===== src/rtl/kernel_loader.sv =====
// Double-buffered 5x5 coefficient store: byte-stream loads fill the shadow bank, frame_sync swaps it in.
// Row reads have 1-cycle latency; s_ready is high only in LOAD, and a full shadow bank stalls input until swapped.
module kernel_loader #(
  parameter int ROWS = 5,
  parameter int CW   = 8
) (
  input  logic                 clk,
  input  logic                 rst,
  input  logic                 load_start,
  input  logic                 s_valid,
  input  logic [CW-1:0]        s_data,
  output logic                 s_ready,
  input  logic                 frame_sync,
  input  logic                 rd_en,
  input  logic [2:0]           addr,
  output logic [ROWS*CW-1:0]   data_out,
  output logic [12:0]          kernel_sum,
  output logic                 busy,
  output logic                 pending,
  output logic                 done,
  output logic                 err
);

  localparam int RW = ROWS * CW;
  localparam logic [2:0] LAST = 3'(ROWS - 1);

  localparam logic [1:0] ST_IDLE = 2'd0;
  localparam logic [1:0] ST_LOAD = 2'd1;
  localparam logic [1:0] ST_PEND = 2'd2;

  logic [1:0]    state;
  logic          active_sel;
  logic [RW-1:0] bank0 [ROWS];
  logic [RW-1:0] bank1 [ROWS];
  logic [2:0]    col;
  logic [2:0]    row;
  logic [12:0]   acc;
  logic [RW-1:0] asm_q;
  logic          beat;
  logic [RW-1:0] asm_next;

  function automatic logic [RW-1:0] def_row(input int r);
    case (r)
      0, 4:    return RW'(40'h0103040301);
      1, 3:    return RW'(40'h030c130c03);
      default: return RW'(40'h0413201304);
    endcase
  endfunction

  assign beat     = s_valid & s_ready;
  assign asm_next = {asm_q[RW-CW-1:0], s_data};

  assign s_ready = (state == ST_LOAD);
  assign busy    = (state == ST_LOAD) || (state == ST_PEND);
  assign pending = (state == ST_PEND);
  assign done    = !rst && (state == ST_PEND) && frame_sync;
  assign err     = !rst && load_start && ((state == ST_LOAD) || (state == ST_PEND));

  always_ff @(posedge clk) begin
    if (rst) begin
      state      <= ST_IDLE;
      active_sel <= 1'b0;
      col        <= '0;
      row        <= '0;
      acc        <= '0;
      asm_q      <= '0;
      kernel_sum <= 13'd200;
      data_out   <= '0;
      for (int r = 0; r < ROWS; r++) begin
        bank0[r] <= def_row(r);
        bank1[r] <= '0;
      end
    end else begin
      if (rd_en) begin
        if (addr <= LAST)
          data_out <= active_sel ? bank1[addr] : bank0[addr];
        else
          data_out <= '0;
      end

      case (state)
        ST_IDLE: begin
          if (load_start) begin
            state <= ST_LOAD;
            col   <= '0;
            row   <= '0;
            acc   <= '0;
            asm_q <= '0;
          end
        end
        ST_LOAD: begin
          // A restart drops the partial kernel, including any byte offered this cycle.
          if (load_start) begin
            col   <= '0;
            row   <= '0;
            acc   <= '0;
            asm_q <= '0;
          end else if (beat) begin
            asm_q <= asm_next;
            acc   <= acc + 13'(s_data);
            if (col == LAST) begin
              if (active_sel)
                bank0[row] <= asm_next;
              else
                bank1[row] <= asm_next;
              col <= '0;
              if (row == LAST)
                state <= ST_PEND;
              else
                row <= row + 3'd1;
            end else begin
              col <= col + 3'd1;
            end
          end
        end
        ST_PEND: begin
          if (frame_sync) begin
            active_sel <= ~active_sel;
            kernel_sum <= acc;
            state      <= ST_IDLE;
          end
        end
        default: state <= ST_IDLE;
      endcase
    end
  end

endmodule

===== config.mk =====
export PLATFORM = sky130hd
export DESIGN_NAME = kernel_loader
export DESIGN_NICKNAME = d
export VERILOG_FILES = /design/src/rtl/kernel_loader.sv
export SDC_FILE = /design/constraint.sdc
export NUM_CORES = 1
export LEC_CHECK = 0
export BUFFER_PORTS_ARGS = -buffer_cell sky130_fd_sc_hd__buf_2
export CORE_ASPECT_RATIO = 1.2
export CORE_MARGIN = 2
export CORE_UTILIZATION = 65
export DETAILED_ROUTE_END_ITERATION = 8
export MAX_ROUTING_LAYER = met4
export PLACE_DENSITY_LB_ADDON = 0.12
export SLEW_MARGIN = 15
export SYNTH_ARGS = -nofsm -noshare
export SYNTH_HDL_FRONTEND = slang
export SYNTH_SLANG_ARGS = --single-unit

===== constraint.sdc =====
create_clock -name clk -period 10.3 [get_ports clk]
set_input_delay 1.545 -clock clk [delete_from_list [all_inputs] [get_ports clk]]
set_output_delay 1.545 -clock clk [all_outputs]
set_load 0.02 [all_outputs]

==> results of run 1 <==
worst max-delay path, delay by kind of cell:
| kind | cells | cell delay [ns] |
|---|---|---|
| buffers and inverters | 3 | 1.35 |
| AND/OR/NAND/NOR | 1 | 0.12 |
worst paths after layout:
| check | startpoint | end |
|---|---|---|
| max | rst | done |
| min | data_out[23] | data_out[23] |
| max reg2reg | state[1] | bank0[4][19] |
| min reg2reg | data_out[23] | data_out[23] |
Yosys cell counts, types with 3 or more instances:
master	instances	share of area, %
clkbuf_1	107	1.7
nor3_2	4	0.17
and2_1	350	9.1
buf_1	9	0.14
a221oi_1	7	0.25
edfxtp_1	440	55
nor4_1	6	0.16
a31oi_1	3	0.078
buf_2	19	0.39
and3_1	3	0.078
or2_2	14	0.36
nand2_1	131	2.0
nand3b_1	4	0.12
nand2b_1	6	0.16
buf_6	4	0.19
nand3_1	67	1.4
a22oi_1	26	0.81
inv_1	31	0.48
dfxtp_1	107	8.9
a222oi_1	19	0.79
or3_1	44	1.1
nor2b_1	35	0.91
nor2_1	27	0.42
a21oi_1	110	2.3
a211oi_1	3	0.093
nand3_2	4	0.17
a21o_1	5	0.16
mux4_2	30	2.8
nor3_1	8	0.17
buf_4	10	0.31
ha_1	16	0.83
o211ai_1	16	0.50
clkbuf_2	25	0.52
nand4_1	3	0.078
o21ai_0	21	0.43
mux2i_1	143	5.9
o221ai_1	14	0.51
sequential cells by signal, indices dropped and copies added, names as in the netlist:
| name | cells |
|---|---|
| acc | 13 |
| bank0 | 240 |
| state | 2 |
| active_sel | 1 |
| kernel_sum | 13 |
| asm_q | 32 |
| bank1 | 200 |
| data_out | 40 |
| col | 3 |
| row | 3 |
cell usage in the layout (no fill, tap or decap), types with 6 or more instances in the layout:
master / Yosys / final
a222oi_1: 19 / 19
clkbuf_16: 0 / 56
or3_1: 44 / 44
mux4_2: 30 / 30
o211ai_1: 16 / 16
clkinv_2: 0 / 14
nand3_1: 67 / 67
nor2_1: 27 / 21
or2_2: 14 / 14
inv_1: 31 / 31
nand2b_1: 6 / 6
clkbuf_8: 0 / 12
ha_1: 16 / 16
buf_4: 10 / 36
o221ai_1: 14 / 14
edfxtp_1: 440 / 440
nand2_1: 131 / 131
mux2i_1: 143 / 143
o21ai_0: 21 / 20
nor2b_1: 35 / 34
a22oi_1: 26 / 26
nor4_1: 6 / 6
a21oi_1: 110 / 110
and2_1: 350 / 350
dfxtp_1: 107 / 106
buf_2: 19 / 72
a221oi_1: 7 / 7
clkbuf_1: 107 / 9
nor3_1: 8 / 8
power breakdown:
part	leakage [nW]	internal (mW)	total [mW]	switching [mW]
sequential	5.17	2.44	2.47	0.0280
clock	0.930	1.21	2.03	0.825
combinational	3.65	0.101	0.342	0.241
total	9.75	3.75	4.84	1.09
layout make-up:
cell class,count,area share (%)
well taps,474,2.23
multi-input cells,1144,30.1
inverters,31,0.438
clock inverters,23,0.961
clock buffers,77,6.03
repair buffers,109,2.43
flip-flops and latches,547,57.8
per-stage QoR:
stage | cell area, µm² | hold slack, ns | setup slack, ns
2_1_floorplan | 24200 | 0.422 | 5.79
3_3_place_gp | 24700 | 0.432 | 5.46
3_5_place_dp | 24700 | 0.446 | 5.27
4_1_cts | 26600 | 0.461 | 5.75
5_1_grt | 26600 | 0.478 | 5.65
6_report | 26600 | 0.455 | 5.73
metal layers:
metal | global-route usage, % | share of wire [%]
met1 | 42.3 | 37
met2 | 55.2 | 50
met3 | 4.97 | 9.4
met4 | 10.9 | 3.2
met5 | - | 0
cells by family after synthesis:
| group | count (synthesis) |
|---|---|
| xor gates and xnor gates | 4 |
| muxes | 174 |
| AOI/OAI and AO/OA | 234 |
| buffers and inverters | 205 |
| DFF | 547 |
| and+or+nand+nor | 715 |
| adders and majority gates | 17 |
==> flow_summary_export.csv, run 1 <==
group,metric,value,unit
outcome,status,"completed",
worst_setup_path,critPathLaunchType,"input pin",
worst_setup_path,cp.required,8.76,ns
detailed_routing,vias,15400,
grt,grtUsageTotal,33.2,%
clock_tree,cts_max_level,2,
clock_tree,numCtsBuffers,53,
detailed_routing,vias_per_cell,6.40,
worst_setup_path,cp_max_fo,57,
clock_tree,cts-root-buf,"clkbuf_16",
power_and_ir_drop,pwr_density_cell,182,nW/µm²
die,chipWidth,180,µm
clock_tree,path_clk_slew,0.06,ns
detailed_routing,drc,0,
detailed_routing,ant_nets,0,
timing,finalHoldViolCount,0,
die,fp.dieH,215,µm
min_path,hold-path-cell-count,2,
finish,multiInputGateArea,7990,µm²
worst_setup_path,crit_type,"in -> out",
timing,maxSlewHeadroom,24.0,%
place,hpwlAfterDp,34.1,mm
yosys,yosys_warnings,0,
timing,setup-tns-final,0,ns
timing,fin_crit,4.57,ns
yosys,synth_compound_area_share,6.23,%
yosys,synth_top_family_by_area,"simple AND/OR/NAND/NOR gates",
die,core,36800,µm²
worst_setup_path,end_kind,"primary output",
timing,setup_viol,0,
timing,fmax,0.219,GHz
die,num_rows,77,
yosys,synthAdderAreaFrac,0.911,%
place,portBuffers,74,
worst_setup_path,arrival,3.02,ns
finish,nets,1920,
clock_tree,cts_sinks,547,
power_and_ir_drop,power_leakage,9.75,nW
clock_tree,cts_setup_buffers,0,
grt,grt_first_pass_wirelength,93.8,mm
finish,final_util,72.2,%
timing,slew_violations,0,
yosys,syn_avg_cell_area,12.8,µm²
clock_tree,clk_latency,0.59,ns
clock_tree,cts_buffer_depth,3,
timing,period_share,44.3,%
finish,regArea,15400,µm²
timing,skew,0.0199,ns
yosys,ys_types,54,
timing,rsz0062_at_grt,"false",
yosys,ys_seq_area_share,63.5,%
die,initial_utilization,65.7,%
grt,antenna_found_initial,0,
worst_setup_path,reg2reg_slack,6.35,ns
place,gp_congestion,0.880,
die,ios,75,
finish,area_growth,9.86,%
worst_setup_path,cpPeakStageDelay,0.68,ns
yosys,synth-seq-cells,547,
worst_setup_path,crit_path_top_delay_cell,"buf_4",
grt,grt_pass1_vias,15600,
detailed_routing,wirelength,61.4,mm
worst_setup_path,path_cells,"buf_4 -> buf_4 -> nor2_1 -> buf_2",
yosys,netlist_instances,1896,
finish,diodes,0,
grt,grt-ovfl-total,0,
yosys,synthesis.area,24200,µm²
timing,worst_slew_pin_slew,1.14,ns
detailed_routing,firstDrtPassIters,8,
die,die_area,38800,µm²
clock_tree,cts_resized,0,
detailed_routing,wl_per_cell,25.5,µm
yosys,yosys.area_share.simple,16.7,%
finish,n_fill_cell,2451,
min_path,min_path_type,"reg -> reg",
worst_setup_path,critPathMostFrequentCell,"buf_4",
place,place_inst,2305,
yosys,synthMuxAreaShare,8.76,%
grt,grt_max_degree,82,
yosys,synth_edf_count,440,
finish,drive_above_1_share,13.8,%
worst_setup_path,worst_r2r_path_depth,7,
finish,fin_cells,2405,
power_and_ir_drop,finalPower,4.84,mW
yosys,synth_xor_area_share,0.145,%
power_and_ir_drop,ir_drop,0.000145,V
clock_tree,cts_tree,"built",
yosys,ys.flop_type,"edfxtp_1",
detailed_routing,drt_iter0_markers,1617,
yosys,synthArstFlopShare,0,%
flow_run,maxCapViolCount,0,
yosys,syn_nets,1930,
clock_tree,holdBufCountCts,0,
No activity file was read; power rests on OpenSTA's default activity.
==> run 2, diff against run 1 <==
- CORE_UTILIZATION: 65 -> 55
- clock period: 10.3 -> 3.9 ns (I/O delays scaled with it)
==> flow_summary_export.csv, run 2 (synthesis results as in run 1) <==
group,metric,value,unit
die,initial_utilization,55.4,%
timing,skew,0.0157,ns
place,hpwlAfterDp,37.3,mm
worst_setup_path,cp_top_family,"simple AND/OR/NAND/NOR gates",
grt,grt-ovfl-total,0,
timing,fmax,0.344,GHz
finish,nets,1936,
grt,grt_first_pass_wirelength,96.0,mm
place,portBuffers,74,
clock_tree,clk_latency,0.59,ns
worst_setup_path,reg2reg_slack,0.99,ns
detailed_routing,drc,0,
clock_tree,cts_sinks,547,
worst_setup_path,cp.required,4.16,ns
worst_setup_path,crit_type,"reg -> reg",
grt,grtUsageTotal,29.4,%
clock_tree,cts-root-buf,"clkbuf_16",
worst_setup_path,path_buf_inv,3,
worst_setup_path,cpPeakStageDelay,0.36,ns
timing,setup-tns-final,0,ns
detailed_routing,vias_per_cell,6.13,
die,fp.dieH,234,µm
timing,fin_crit,2.91,ns
worst_setup_path,path_cells,"inv_1 -> ha_1 -> nand3b_1 -> nor3_4 -> nand3_2 -> buf_4 -> nor2_4 -> or2_2 -> buf_12",
worst_setup_path,arrival,3.17,ns
die,num_rows,84,
worst_setup_path,worstReg2RegStart,"state[1]",
detailed_routing,ant_nets,0,
timing,period_share,74.5,%
finish,largest_register,"bank0",
power_and_ir_drop,sequentialPowerShare,52.5,%
finish,final_common_cell,"edfxtp_1",
power_and_ir_drop,finalPower,12.4,mW
power_and_ir_drop,power.share.clock,40.1,%
grt,grt_max_degree,57,
finish,drive_above_1_share,13.5,%
min_path,hold-path-cell-count,1,
power_and_ir_drop,p_int,9.56,mW
detailed_routing,drt_iter0_markers,1341,
timing,maxSlewHeadroom,38.5,%
power_and_ir_drop,p_sw_share,23.1,%
grt,antenna_found_initial,1,
detailed_routing,wl_per_cell,25.6,µm
worst_setup_path,end_kind,"register",
min_path,min_path_type,"in -> reg",
finish,area_growth,10.5,%
detailed_routing,wirelength,64.1,mm
flow_run,maxCapViolCount,0,
min_path,min_delay_worst_endpoint,"bank0[5][1]",
finish,largest_reg_flops,240,
clock_tree,cts_setup_buffers,0,
power_and_ir_drop,switching_power,2.87,mW
die,die_area,45700,µm²
power_and_ir_drop,combinationalPowerShare,7.4,%
power_and_ir_drop,ir_drop,0.000316,V
clock_tree,cts_tree,"built",
worst_setup_path,critPathLaunchType,"register",
min_path,hold_start,"s_data[1]",
timing,worst_slew_pin_slew,0.921,ns
power_and_ir_drop,power_leakage,9.76,nW
clock_tree,cts_resized,0,
clock_tree,holdBufCountCts,0,
worst_setup_path,cp_max_fo,29,
detailed_routing,vias,15300,
timing,setup_viol,0,
die,ios,75,
die,core,43600,µm²
finish,reg_top3,"bank0: 240 flops, bank1: 200 flops, data_out: 40 flops",
grt,grt_pass1_vias,15600,
worst_setup_path,worst_r2r_path_depth,9,
clock_tree,path_clk_slew,0.06,ns
worst_setup_path,reg2reg_to,"bank0[4][4]",
power_and_ir_drop,pwr_density_cell,465,nW/µm²
worst_setup_path,crit_path_top_delay_cell,"or2_2",
timing,slew_violations,0,
detailed_routing,firstDrtPassIters,6,
clock_tree,cts_buffer_depth,3,
finish,n_fill_cell,3402,
clock_tree,numCtsBuffers,53,
finish,layout_common_cells,"440 x edfxtp_1, 350 x and2_1, 143 x mux2i_1",
timing,finalHoldViolCount,0,
outcome,status,"completed",
clock_tree,cts_max_level,2,
die,chipWidth,195,µm
place,gp_congestion,0.844,
timing,rsz0062_at_grt,"false",
==> run 2: cell types whose count changed in the layout (fill, tap and decap cells not counted), sizes merged <==
cell and change:
buf +16, clkinvlp +1, bufinv -1, clkinv +4, clkbuf -6, diode +1, inv -2
==> run 2: worst max-delay path by stage <==
stage,start,endpoint,slack [ns],cells past startpoint
3_3_place_gp,load_start,bank1[1][17],0.99,7
5_1_grt,state[1],bank0[4][38],0.82,9
4_1_cts,state[1],bank0[4][6],0.99,9
2_1_floorplan,state[1],bank0[5][0],0.22,7
6_report,state[1],bank0[4][4],0.99,9
3_5_place_dp,load_start,bank0[4][35],0.90,8
==> run 2: cell type report <==
class,instances,area [µm²],share of cell area [%]
Clock inverter,25,211,0.791
Clock buffer,71,1430,5.37
Tap cell,559,699,2.62
Multi-Input combinational cell,1144,8000,29.9
Inverter,31,116,0.435
Sequential cell,547,15400,57.5
Timing Repair Buffer,125,903,3.38
Antenna cell,1,2.50,0.00936
==> run 2: per-stage QoR <==
step	std cells	instance area, µm²	hold WS, ns	util (%)	setup WS (ns)
2_1_floorplan	1896	24200	0.422	-	0.217
3_3_place_gp	2406	25100	0.431	57.5	0.986
3_5_place_dp	2406	25100	0.438	57.5	0.905
4_1_cts	2502	26700	0.256	61.3	0.994
5_1_grt	2503	26700	0.282	61.3	0.821
6_report	2503	26700	0.277	61.3	0.994
==> run 2: power groups by stage <==
stage	clock network, mW	registers (mW)	logic [mW]
floorplan	0	6.64	0.569
global placement	0	6.64	0.902
detailed placement	0	6.65	0.915
CTS	5.04	6.52	0.917
global route	5.25	6.53	0.977
finish	4.99	6.52	0.919
==> run 2: worst reg2reg max path: cells and delay by family, from the launching register on <==
| family | cells | cell delay [ns] |
|---|---|---|
| AND/OR/NAND/NOR | 5 | 1.26 |
| buffers and inverters | 3 | 0.70 |
| flip-flops | 1 | 0.33 |
| adder cells (fa/ha/maj) | 1 | 0.29 |
==> run 2: per-layer routing <==
metal / up-vias / GRT usage (%) / wire length, µm
met5: - / - / 0
met4: 0 / 11.5 / 2460
met3: 146 / 4.07 / 4300
met2: 626 / 50.0 / 32300
met1: 7731 / 35.9 / 25100
li1: 6832 / - / -
